<file path="src/rtl/hazard_stall_unit_pkg.sv">
// ----------------------------------------------------------------------------
// hazard_stall_unit_pkg
// Shared definitions for the hazard/forwarding block and the datapath operand
// muxes that consume its forward selects.
//   mem_state_t : data-memory wait FSM encoding (IDLE / WAIT / HALT)
//   FWD_*       : E-stage operand select codes
//   reg_match   : register-number compare where $0 never matches
// ----------------------------------------------------------------------------
package hazard_stall_unit_pkg;

  typedef enum logic [1:0] {
    IDLE = 2'd0,
    WAIT = 2'd1,
    HALT = 2'd2
  } mem_state_t;

  localparam logic [1:0] FWD_RF = 2'b00;  // operand from register file
  localparam logic [1:0] FWD_W  = 2'b01;  // operand from W-stage result
  localparam logic [1:0] FWD_M  = 2'b10;  // operand from M-stage ALU result

  // $0 is hard-wired to zero, so a producer writing it never creates a
  // dependency.
  function automatic logic reg_match(input logic [4:0] a, input logic [4:0] b);
    return (a != 5'd0) && (a == b);
  endfunction

endpackage

</file>
<file path="src/rtl/hazard_stall_unit_forward_unit.sv">
// ----------------------------------------------------------------------------
// forward_unit
// Purely combinational operand forwarding for the E-stage ALU and the D-stage
// branch comparator.
//   rs_d, rt_d       : D-stage source registers
//   rs_e, rt_e       : E-stage source registers
//   writereg_m/_w    : destination registers in M / W
//   regwrite_m/_w    : write enables in M / W
//   forwarda_e/b_e   : E operand select (FWD_RF / FWD_W / FWD_M)
//   forwarda_d/b_d   : D comparator operand taken from M
// ----------------------------------------------------------------------------
module forward_unit
  import hazard_stall_unit_pkg::*;
(
  input  logic [4:0] rs_d,
  input  logic [4:0] rt_d,
  input  logic [4:0] rs_e,
  input  logic [4:0] rt_e,
  input  logic [4:0] writereg_m,
  input  logic [4:0] writereg_w,
  input  logic       regwrite_m,
  input  logic       regwrite_w,
  output logic [1:0] forwarda_e,
  output logic [1:0] forwardb_e,
  output logic       forwarda_d,
  output logic       forwardb_d
);

  // M is the younger producer, so it wins over W.
  always_comb begin
    forwarda_e = FWD_RF;
    if (regwrite_m && reg_match(rs_e, writereg_m))
      forwarda_e = FWD_M;
    else if (regwrite_w && reg_match(rs_e, writereg_w))
      forwarda_e = FWD_W;
  end

  always_comb begin
    forwardb_e = FWD_RF;
    if (regwrite_m && reg_match(rt_e, writereg_m))
      forwardb_e = FWD_M;
    else if (regwrite_w && reg_match(rt_e, writereg_w))
      forwardb_e = FWD_W;
  end

  assign forwarda_d = regwrite_m && reg_match(rs_d, writereg_m);
  assign forwardb_d = regwrite_m && reg_match(rt_d, writereg_m);

endmodule

</file>
<file path="src/rtl/hazard_stall_unit.sv">
// ----------------------------------------------------------------------------
// hazard_stall_unit
// Hazard detection and forwarding for the 5-stage MIPS pipeline, with a
// data-memory wait FSM (timeout -> sticky error and permanent halt) and a
// saturating counter of fetch-stall cycles.
//   clk, reset          : clock, asynchronous active-low reset
//   rs_*/rt_*/writereg_*: register numbers per stage
//   regwrite_*, memtoreg_*, memwrite_m, branch_d, pcsrc_d : stage controls
//   dmem_ready          : data memory finishes the M access this cycle
//   stallf..stallw      : hold pipeline registers
//   flushd, flushe      : clear IF-ID / bubble ID-EX
//   forward*            : operand forwarding selects
//   mem_err             : sticky memory-timeout flag
//   stall_cnt           : saturating count of cycles with stallf=1
// ----------------------------------------------------------------------------
module hazard_stall_unit
  import hazard_stall_unit_pkg::*;
#(
  parameter int MEM_TIMEOUT = 16,
  parameter int CNT_W       = 16
) (
  input  logic             clk,
  input  logic             reset,
  input  logic [4:0]       rs_d,
  input  logic [4:0]       rt_d,
  input  logic [4:0]       rs_e,
  input  logic [4:0]       rt_e,
  input  logic [4:0]       writereg_e,
  input  logic [4:0]       writereg_m,
  input  logic [4:0]       writereg_w,
  input  logic             regwrite_e,
  input  logic             regwrite_m,
  input  logic             regwrite_w,
  input  logic             memtoreg_e,
  input  logic             memtoreg_m,
  input  logic             memwrite_m,
  input  logic             branch_d,
  input  logic             pcsrc_d,
  input  logic             dmem_ready,
  output logic             stallf,
  output logic             stalld,
  output logic             flushd,
  output logic             stalle,
  output logic             stallm,
  output logic             stallw,
  output logic             flushe,
  output logic [1:0]       forwarda_e,
  output logic [1:0]       forwardb_e,
  output logic             forwarda_d,
  output logic             forwardb_d,
  output logic             mem_err,
  output logic [CNT_W-1:0] stall_cnt
);

  localparam int TMR_W = $clog2(MEM_TIMEOUT);
  localparam logic [TMR_W-1:0] TMR_LAST = TMR_W'(MEM_TIMEOUT - 1);

  forward_unit u_forward (
    .rs_d       (rs_d),
    .rt_d       (rt_d),
    .rs_e       (rs_e),
    .rt_e       (rt_e),
    .writereg_m (writereg_m),
    .writereg_w (writereg_w),
    .regwrite_m (regwrite_m),
    .regwrite_w (regwrite_w),
    .forwarda_e (forwarda_e),
    .forwardb_e (forwardb_e),
    .forwarda_d (forwarda_d),
    .forwardb_d (forwardb_d)
  );

  // --------------------------------------------------------------------------
  // Pipeline hazards detected in D
  // --------------------------------------------------------------------------
  logic lwstall;
  logic brstall;
  logic mem_access_m;

  assign lwstall = memtoreg_e && (reg_match(rs_d, rt_e) || reg_match(rt_d, rt_e));

  // A branch resolved in D needs its operands now: an ALU result still in E,
  // or load data not yet back from M, cannot be forwarded in time.
  assign brstall = branch_d &&
                   ((regwrite_e && (reg_match(rs_d, writereg_e) || reg_match(rt_d, writereg_e))) ||
                    (memtoreg_m && (reg_match(rs_d, writereg_m) || reg_match(rt_d, writereg_m))));

  assign mem_access_m = memtoreg_m || memwrite_m;

  // --------------------------------------------------------------------------
  // Data-memory wait FSM
  // --------------------------------------------------------------------------
  mem_state_t       state_reg, state_next;
  logic [TMR_W-1:0] timer_reg, timer_next;
  logic             mem_err_reg, mem_err_next;
  logic             memstall;

  always_ff @(posedge clk or negedge reset) begin
    if (!reset) begin
      state_reg   <= IDLE;
      timer_reg   <= '0;
      mem_err_reg <= 1'b0;
    end else begin
      state_reg   <= state_next;
      timer_reg   <= timer_next;
      mem_err_reg <= mem_err_next;
    end
  end

  always_comb begin
    state_next   = state_reg;
    timer_next   = timer_reg;
    mem_err_next = mem_err_reg;
    case (state_reg)
      IDLE: begin
        if (mem_access_m && !dmem_ready) begin
          state_next = WAIT;
          timer_next = TMR_W'(1);  // the IDLE cycle already counted as one
        end
      end
      WAIT: begin
        if (dmem_ready) begin
          state_next = IDLE;
          timer_next = '0;
        end else if (timer_reg == TMR_LAST) begin
          state_next   = HALT;
          mem_err_next = 1'b1;
        end else begin
          timer_next = timer_reg + TMR_W'(1);
        end
      end
      HALT: ;  // only reset leaves HALT
      default: begin
        state_next = IDLE;
        timer_next = '0;
      end
    endcase
  end

  always_comb begin
    memstall = 1'b0;
    case (state_reg)
      IDLE:    memstall = mem_access_m && !dmem_ready;
      WAIT:    memstall = !dmem_ready;  // released in the ready cycle itself
      HALT:    memstall = 1'b1;
      default: memstall = 1'b0;
    endcase
  end

  // --------------------------------------------------------------------------
  // Stall / flush outputs; a memory stall freezes the whole pipe and masks
  // the D-stage hazards, whose bubbles would otherwise be lost.
  // --------------------------------------------------------------------------
  always_comb begin
    stallf = 1'b0;
    stalld = 1'b0;
    flushd = 1'b0;
    stalle = 1'b0;
    stallm = 1'b0;
    stallw = 1'b0;
    flushe = 1'b0;
    if (!reset) begin
      // all stall/flush outputs held low during reset
    end else if (memstall) begin
      stallf = 1'b1;
      stalld = 1'b1;
      stalle = 1'b1;
      stallm = 1'b1;
      stallw = 1'b1;
    end else begin
      stallf = lwstall || brstall;
      stalld = lwstall || brstall;
      flushe = lwstall || brstall;
      flushd = pcsrc_d && !(lwstall || brstall);
    end
  end

  // --------------------------------------------------------------------------
  // Saturating stall-cycle counter
  // --------------------------------------------------------------------------
  logic [CNT_W-1:0] stall_cnt_reg;

  always_ff @(posedge clk or negedge reset) begin
    if (!reset)
      stall_cnt_reg <= '0;
    else if (stallf && (stall_cnt_reg != {CNT_W{1'b1}}))
      stall_cnt_reg <= stall_cnt_reg + CNT_W'(1);
  end

  assign mem_err   = mem_err_reg;
  assign stall_cnt = stall_cnt_reg;

endmodule

</file>
<file path="config.mk">
export PLATFORM = sky130hd
export DESIGN_NAME = hazard_stall_unit
export DESIGN_NICKNAME = d
export VERILOG_FILES = /design/src/rtl/hazard_stall_unit_pkg.sv /design/src/rtl/hazard_stall_unit_forward_unit.sv /design/src/rtl/hazard_stall_unit.sv
export SDC_FILE = /design/constraint.sdc
export NUM_CORES = 1
export LEC_CHECK = 0
export CORE_MARGIN = 2
export CORE_UTILIZATION = 30
export CTS_CLUSTER_DIAMETER = 150
export CTS_CLUSTER_SIZE = 10
export DETAILED_ROUTE_END_ITERATION = 10
export GPL_ROUTABILITY_DRIVEN = 0
export SYNTH_ARGS = -nofsm -noshare
export SYNTH_HDL_FRONTEND = slang
export SYNTH_SLANG_ARGS = --single-unit
</file>
<file path="constraint.sdc">
create_clock -name clk -period 2.7 [get_ports clk]
set_clock_uncertainty 0.1 [all_clocks]
set_input_delay 0.54 -clock clk [delete_from_list [all_inputs] [get_ports clk]]
set_output_delay 0.54 -clock clk [all_outputs]
set_load 0.02 [all_outputs]
</file>
==> flow_summary.json <==
{
  "clock_sinks": 23,
  "routed_via_density": 4.853,
  "numCtsBuffers": 3,
  "grt_start_max_net_pins": 25,
  "area_delta_synth_final_pct": 68.43,
  "dp_hpwl_mm": 4.239,
  "core_area_um2": 5886,
  "grt_pass1_vias": 1902,
  "seq_area_frac_synth_pct": 31.57,
  "critPathKind": "in -> out",
  "path_max_fanout": 3,
  "setup_viol": 3,
  "drv_slew": 0,
  "hold_viol": 0,
  "finalWirelength_mm": 5.273,
  "largest_register_ffs": 16,
  "clk_latency_ns": 0.26,
  "fmax_ghz": 0.3653,
  "routed-via-count": 1849,
  "max-vdd-ir-drop_v": 0.0004220,
  "die_area_um2": 6716,
  "cts_max_path_buffers": 2,
  "violations": "negative setup slack",
  "stdcell_area_um2": 3070,
  "rsz0062_at_grt": "true",
  "setup_tns_ns": -0.1092,
  "yosysWarnings": 0,
  "critical_path.most_common_cell": "buf_6",
  "fin_nets": 355,
  "syn_inst": 200,
  "ant_nets": 0,
  "numPortBuffers": 75,
  "power_leakage_nw": 1.297,
  "rows": 28,
  "synth_nets": 248,
  "die_y_um": 81.95,
  "synth-edff-count": 0,
  "drt-pass1-iter-count": 3,
  "maxCapViolCount": 0,
  "ys_seq_elements": 23,
  "cts.clk_slew.worst_paths_ns": 0.08,
  "cp-start-kind": "input pin",
  "critical_path.max_stage_delay_ns": 0.54,
  "antenna_found_initial": 0,
  "synth_top_flop_cell": "dfrtp_1",
  "power.total_mw": 1.177,
  "cp_slowest_cell": "or4_4",
  "async_flop_share_pct": 100.0,
  "grt_overflow": 0,
  "synth_area_per_cell_um2": 9.115,
  "cts_max_level": 1,
  "synth_cell_types": 32,
  "drc_errors": 0,
  "fin_crit_sh_pct": 101.4,
  "grt_use_total_pct": 16.56,
  "initial_core_util_pct": 30.97,
  "relSlewSlack_pct": 80.32,
  "timing.final.crit_period_ns": 2.737,
  "die_w_um": 81.95,
  "grt_first_pass_wirelength_mm": 8.728,
  "hold_path.class": "reg -> reg",
  "drt-initial-drc-count": 83,
  "p_per_area_nw_per_um2": 383.3,
  "worstHoldPathCells": 2,
  "cts_tree": "done",
  "worstMarginPinSlew_ns": 0.2927,
  "wl_per_cell_um": 13.84,
  "crit_arrival_ns": 2.10,
  "antenna_cells": 0,
  "netlist_area_um2": 1823,
  "reg2reg_depth": 7,
  "crit_required_ns": 2.06,
  "endpoint_kind": "output port",
  "postPlaceCellArea_um2": 2893,
  "status": "finished with violations",
  "ios": 76,
  "drive_gt1_share_pct": 32.68,
  "cts-root-buf": "clkbuf_8",
  "crit_chain": "buf_6, or4_4, nor2_4, nor4_1, o21ai_0, and3_4, and4_1, buf_6",
  "setup_ws_ns": -0.03742
}
[final cells by class]
type,instances,area [um^2]
fillers,552,2815
flip-flops and latches,23,575.6
multi-input cells,165,1349
well taps,75,93.84
clock buffers,4,45.04
repair buffers,114,1007
[per-stage QoR]
step	cells	worst slack, ns	utilization [%]	hold WS (ns)
after floorplan	200	0.01264	-	0.1444
after global placement	374	-0.8682	49.15	0.3766
after detailed placement	374	-0.8784	49.15	0.3787
after CTS	381	-0.05750	51.34	0.3983
after global routing	381	-0.1133	52.17	0.4118
final	381	-0.03742	52.17	0.3945
[critical path: cells and delay by family]
kind                   cells  cell delay (ns)
AOI/OAI and AO/OA          1             0.16
buffers and inverters      2             0.21
and+or+nand+nor            5             1.19
[cells in the final DEF, fill, tap and decap left out, drive strengths merged, types with 3 or more instances in the layout]
master | synthesis | final
dlygate4sd2 | 0 | 11
a21oi | 7 | 7
clkdlybuf4s15 | 0 | 3
or4 | 4 | 4
nand2 | 14 | 14
nand2b | 3 | 3
and3 | 8 | 8
nor2 | 6 | 6
nand4 | 14 | 14
nand3 | 11 | 11
xnor2 | 47 | 47
and2 | 6 | 6
clkbuf | 8 | 14
dfrtp | 23 | 23
buf | 4 | 54
nor4 | 10 | 10
o21ai | 4 | 4
clkdlybuf4s50 | 0 | 34
xor2 | 17 | 17
[power by group]
group          internal, mW  switching (mW)  total, mW
Combinational         0.276           0.245      0.522
Sequential            0.391          0.0544      0.445
Clock                 0.105           0.105      0.210
[per-layer routing]
layer / global-route usage [%] / wire length (um)
met4: 5.500 / 94
met3: 2.967 / 307
met2: 29.02 / 2564
met1: 20.36 / 2307
met5: 0 / 0
[cell families after synthesis]
kind of cell	after synthesis	share of synthesized area, %
AND/OR/NAND/NOR	79	24.85
XOR/XNOR	64	30.75
flip-flops	23	31.57
AO/OA/AOI/OAI	18	6.520
buffers and inverters	12	3.500
multiplexers	2	1.441
adder cells (fa/ha/maj)	2	1.372
[worst paths after layout]
| check | slack, ns | start | endpoint |
|---|---|---|---|
| min | 0.39 | state_reg[1] | state_reg[1] |
| min reg2reg | 0.39 | state_reg[1] | state_reg[1] |
| max in group asynchronous | 1.56 | reset | stall_cnt[12] |
| max | -0.04 | rs_d[0] | flushd |
| max reg2reg | 0.68 | stall_cnt[2] | stall_cnt[1] |
| min in group asynchronous | 0.71 | reset | timer_reg[2] |
[synthesized netlist by cell type (2+ instances only)]
master | count | area [um^2]
and3_1 | 7 | 43.79
buf_4 | 3 | 22.52
nand3_1 | 11 | 55.05
o211ai_1 | 2 | 15.01
o31ai_1 | 2 | 15.01
a21oi_1 | 6 | 30.03
nor4_1 | 10 | 62.56
xnor2_1 | 47 | 411.6
nand4_1 | 14 | 87.58
and2_1 | 5 | 31.28
nor2_1 | 4 | 15.01
o21ai_0 | 4 | 20.02
or4_1 | 4 | 30.03
nand2b_1 | 3 | 18.77
ha_1 | 2 | 25.02
nor2_2 | 2 | 12.51
xor2_1 | 17 | 148.9
nand2_1 | 14 | 52.55
dfrtp_1 | 23 | 575.6
clkbuf_1 | 8 | 30.03
[timing repair]
item / in CTS / in global routing
buffers inserted: 3 / 0
endpoints found under the setup margin: 15 / 12
gates resized for setup: 126 / 38
hold buffers: 0 / 0
endpoints found under the hold margin: 0 / 0
pin swaps: 19 / 20
(Power assumes the default switching activity.)
==> edit 1: new RTL, same settings <==
The 3 states of `mem_state_t` get a one-hot encoding in 3 bits.
--- a/src/rtl/hazard_stall_unit_pkg.sv
+++ b/src/rtl/hazard_stall_unit_pkg.sv
@@ -8,10 +8,10 @@
 // ----------------------------------------------------------------------------
 package hazard_stall_unit_pkg;
 
-  typedef enum logic [1:0] {
-    IDLE = 2'd0,
-    WAIT = 2'd1,
-    HALT = 2'd2
+  typedef enum logic [2:0] {
+    IDLE = 3'b001,
+    WAIT = 3'b010,
+    HALT = 3'b100
   } mem_state_t;
 
   localparam logic [1:0] FWD_RF = 2'b00;  // operand from register file
Formal check against the unedited RTL: no difference found for any inputs over 10 cycles, from zero or initial values and one cycle with reset low; not proved beyond that.
==> edit 1 against the original RTL <==
The run still ends with setup timing left. Worst setup slack worse by 0.23 ns. Final area increased by 7.0%. Area after synthesis up 6.1%. Utilization rose by 0.19 points. Non-clock buffer count rose by 15. Routed wire length increased by 0.27%. Sequential cell count rose by 1. Power grew 5.1%.
==> edit 1: results (changes against the original RTL) <==
<table>
<tr><th>Metric</th><th>Value</th></tr>
<tr><th colspan="2">Finish</th></tr>
<tr><td>Number of non-filler instances in the completed layout</td><td>415 (+8.9%)</td></tr>
<tr><td>Fraction of layout instances using a drive strength above 1</td><td>0.311 (-0.0161)</td></tr>
<tr><th colspan="2">Global routing</th></tr>
<tr><td>Vias in the first global route</td><td>2013 (+5.8%)</td></tr>
<tr><td>Overall routing resource usage</td><td>0.152 (-0.0138)</td></tr>
<tr><td>First-pass GRT wire length</td><td>9070 microns (+3.9%)</td></tr>
<tr><th colspan="2">Drt</th></tr>
<tr><td>Sum of routed wire length over all layers</td><td>5290 microns (+0.27%)</td></tr>
<tr><td>Average via count per standard cell</td><td>4.73 (-2.6%)</td></tr>
<tr><td>Detailed Routing Iterations Pass 1</td><td>4 (+1)</td></tr>
<tr><th colspan="2">Synthesis</th></tr>
<tr><td>Synth cell count leaders</td><td>sky130_fd_sc_hd__xnor2_1, sky130_fd_sc_hd__xor2_1, sky130_fd_sc_hd__dfrtp_1</td></tr>
<tr><td>Parity-gate share of the synthesized area counting xor and xnor cells</td><td>0.294 (-0.0132)</td></tr>
<tr><td>Sequential share of the synthesized area</td><td>0.311 (-0.00459)</td></tr>
<tr><td>Share of cell area taken by muxes after synthesis</td><td>0.0188 (+0.00434)</td></tr>
<tr><td>Synthesized netlist net count</td><td>263 (+6.0%)</td></tr>
<tr><td>Largest cells by area after synthesis</td><td>sky130_fd_sc_hd__dfrtp_1, sky130_fd_sc_hd__xnor2_1, sky130_fd_sc_hd__xor2_1</td></tr>
<tr><td>Complex-gate fraction of the synthesized area</td><td>0.0505 (-0.0147)</td></tr>
<tr><td>Distinct cell type count after synthesis</td><td>37 (+16%)</td></tr>
<tr><th colspan="2">Setup path</th></tr>
<tr><td>CP Data Arrival Time</td><td>2.32 ns (+0.22 ns)</td></tr>
<tr><th colspan="2">Place</th></tr>
<tr><td>Placement Cell Area</td><td>0.00316 sq mm (+9.3%)</td></tr>
<tr><td>HPWL reported at the end of detailed placement</td><td>4400 microns (+3.8%)</td></tr>
<tr><td>Placed Cells</td><td>409 (+9.4%)</td></tr>
<tr><td>Setup WS pre-CTS</td><td>-1.07 ns (-0.191 ns)</td></tr>
<tr><th colspan="2">Run status</th></tr>
<tr><td>Violations in the final reports</td><td>setup timing</td></tr>
<tr><td>Result of the run</td><td>finished, violations left</td></tr>
<tr><th colspan="2">Power</th></tr>
<tr><td>Leakage power</td><td>1.46 nW (+13%)</td></tr>
<tr><th colspan="2">Timing</th></tr>
<tr><td>Number of endpoints failing setup at the final stage</td><td>5 (+2)</td></tr>
<tr><td>Final WS setup</td><td>-0.264 ns (-0.226 ns)</td></tr>
</table>
## edit 1: layout make-up
| cell class | instances | area, sq um | share of cell area |
|---|---|---|---|
| multi-input cells | 179 | 1420 | 0.432 |
| inverters | 2 | 7.51 | 0.00228 |
| well taps | 77 | 96.3 | 0.0293 |
| clock buffers | 4 | 55.1 | 0.0167 |
| repair buffers | 129 | 1100 | 0.336 |
| flip-flops and latches | 24 | 602 | 0.183 |
## edit 1: final timing paths
path                                      to  cells after the start  slack (ns)         start
worst max-delay path                  flushe                      8       -0.26       rs_d[4]
worst min-delay path                 mem_err                      1        0.39       mem_err
worst max register to register  stall_cnt[1]                      8        0.38  state_reg[0]
worst min register to register       mem_err                      1        0.39       mem_err
max in group asynchronous       stall_cnt[0]                      3        1.59         reset
min in group asynchronous       state_reg[1]                      3        0.60         reset
## edit 1: what timing repair did
action / in CTS / in global routing
setup endpoints to repair: 29 / 16
resized for setup: 111 / 27
setup buffers: 2 / 1
pin swaps: 18 / 9
hold buffers: 0 / 0
## edit 1: routing by layer
layer / share of wire / vias to the layer above / track usage
met5: 0 / - / 0
met4: 0.013 / 0 / 0.0396
met3: 0.056 / 6 / 0.0226
met2: 0.49 / 65 / 0.264
met1: 0.45 / 899 / 0.197
li1: - / 992 / -
## edit 1: cells by family (layout without fill, tap and decap cells)
kind of cell | after synthesis | count (layout)
AO/OA/AOI/OAI | 14 | 14
XOR/XNOR | 65 | 65
adder cells (fa/ha/maj) | 2 | 2
buffers and inverters | 12 | 135
flip-flops | 24 | 24
multiplexers | 3 | 3
AND/OR/NAND/NOR | 95 | 95
## edit 1: power by group
part	internal, W	switching, W
Clock	0.000130	0.000106
Combinational	0.000287	0.000250
Sequential	0.000406	0.0000595
Total	0.000822	0.000415
==> edit 2: new RTL, same settings <==
Without the edit above. Set the parameter `MEM_TIMEOUT` to 32 (it was 16).
--- a/src/rtl/hazard_stall_unit.sv
+++ b/src/rtl/hazard_stall_unit.sv
@@ -16,7 +16,7 @@
 module hazard_stall_unit
   import hazard_stall_unit_pkg::*;
 #(
-  parameter int MEM_TIMEOUT = 16,
+  parameter int MEM_TIMEOUT = 32,
   parameter int CNT_W       = 16
 ) (
   input  logic             clk,
Behaviour: no difference found for any inputs over 10 cycles, from zero or initial values and one cycle with reset low; that may be too few to reach the edited logic, so the function may still have changed.
==> edit 2 against the original RTL <==
The flow still finishes with violations (setup timing). Sequential cell count increased by 1. Fmax decreased by 9.7%. Worst setup slack got worse by 0.30 ns. Power increased by 19%. Routed wire length increased by 8.1%. Final area increased by 7.7%. First-iteration DRC count decreased by 20%. Via count increased by 7.4%. Area after synthesis increased by 6.8%. Critical path type unchanged. Largest cell class unchanged.
==> edit 2: results (changes against the original RTL) <==
<table>
<tr><th>Metric</th><th>Value</th></tr>
<tr><th colspan="2">Run status</th></tr>
<tr><td>Result of the run</td><td>finished, violations left</td></tr>
<tr><td>Violations in the final reports</td><td>setup timing</td></tr>
<tr><th colspan="2">Setup path</th></tr>
<tr><td>CP Data Arrival Time</td><td>2.39 ns (+0.29 ns)</td></tr>
<tr><td>R2r setup slk</td><td>0.41 ns (-0.27 ns)</td></tr>
<tr><td>Critical Path End</td><td>flushe</td></tr>
<tr><td>Worst flop-to-flop path endpoint</td><td>stall_cnt[11]</td></tr>
<tr><th colspan="2">Synthesis</th></tr>
<tr><td>Count of state elements after synthesis</td><td>24 (+4.3%)</td></tr>
<tr><td>Synthesized netlist net count</td><td>265 (+6.9%)</td></tr>
<tr><th colspan="2">Global routing</th></tr>
<tr><td>Met1 layer usage reported by global route</td><td>0.219 (+0.0155)</td></tr>
<tr><td>Overall routing resource usage</td><td>0.165 (-0.000460)</td></tr>
<tr><td>Global-route track usage on met2</td><td>0.274 (-0.0161)</td></tr>
<tr><td>First-pass GRT wire length</td><td>9600 microns (+10%)</td></tr>
<tr><th colspan="2">Worst hold path</th></tr>
<tr><td>Worst hold path cell count</td><td>1 (-1)</td></tr>
<tr><th colspan="2">Timing</th></tr>
<tr><td>Max-slew headroom at the worst pin</td><td>0.757 (-0.0464)</td></tr>
<tr><td>Final WS setup</td><td>-0.333 ns (-0.296 ns)</td></tr>
<tr><td>Number of endpoints failing setup at the final stage</td><td>4 (+1)</td></tr>
<tr><td>Sum Neg Setup Slack</td><td>-1.18 ns (-1.07 ns)</td></tr>
<tr><th colspan="2">Power</th></tr>
<tr><td>Clock group total power</td><td>0.000321 W (+53%)</td></tr>
<tr><td>Reported combinational group power</td><td>0.000585 W (+12%)</td></tr>
<tr><td>Switching power summed over all nets</td><td>0.000465 W (+15%)</td></tr>
<tr><th colspan="2">Finish</th></tr>
<tr><td>Clock buf/inv share</td><td>0.0216 (+0.00690)</td></tr>
<tr><td>Nets</td><td>382 (+7.6%)</td></tr>
<tr><td>Fraction of standard cell area that is sequential</td><td>0.182 (-0.00584)</td></tr>
<tr><th colspan="2">Place</th></tr>
<tr><td>HPWL reported at the end of detailed placement</td><td>4520 microns (+6.6%)</td></tr>
<tr><th colspan="2">CTS</th></tr>
<tr><td>Setup Fix Bufs, Post-CTS</td><td>4 (+1)</td></tr>
</table>
==> edit 2: stage by stage <==
step	instances	utilization	worst slack, ns	hold slack [ns]	cell area (sq um)
finish	409	0.524	-0.333	0.379	3310
global route	409	0.524	-0.391	0.405	3310
CTS	406	0.517	-0.315	0.386	3260
detailed placement	398	0.490	-1.14	0.360	3090
global placement	398	0.490	-1.10	0.354	3090
floorplan	216	-	-0.218	0.144	1990
==> edit 2: worst min path at each step <==
stage	start	to	slack, ns
global placement	mem_err	mem_err	0.35
detailed placement	mem_err	mem_err	0.36
floorplan	reset	mem_err	0.14
CTS	timer_reg[3]	timer_reg[3]	0.39
finish	mem_err	mem_err	0.38
global route	mem_err	mem_err	0.40
==> edit 2: kinds of logic after synthesis <==
logic type / count (synthesis) / share of synthesized area
fa+ha+maj: 3 / 0.0193
flops: 24 / 0.308
xor+xnor: 63 / 0.283
simple gates: 91 / 0.279
compound gates: 15 / 0.0521
mux: 3 / 0.0174
buf+inv: 17 / 0.0405
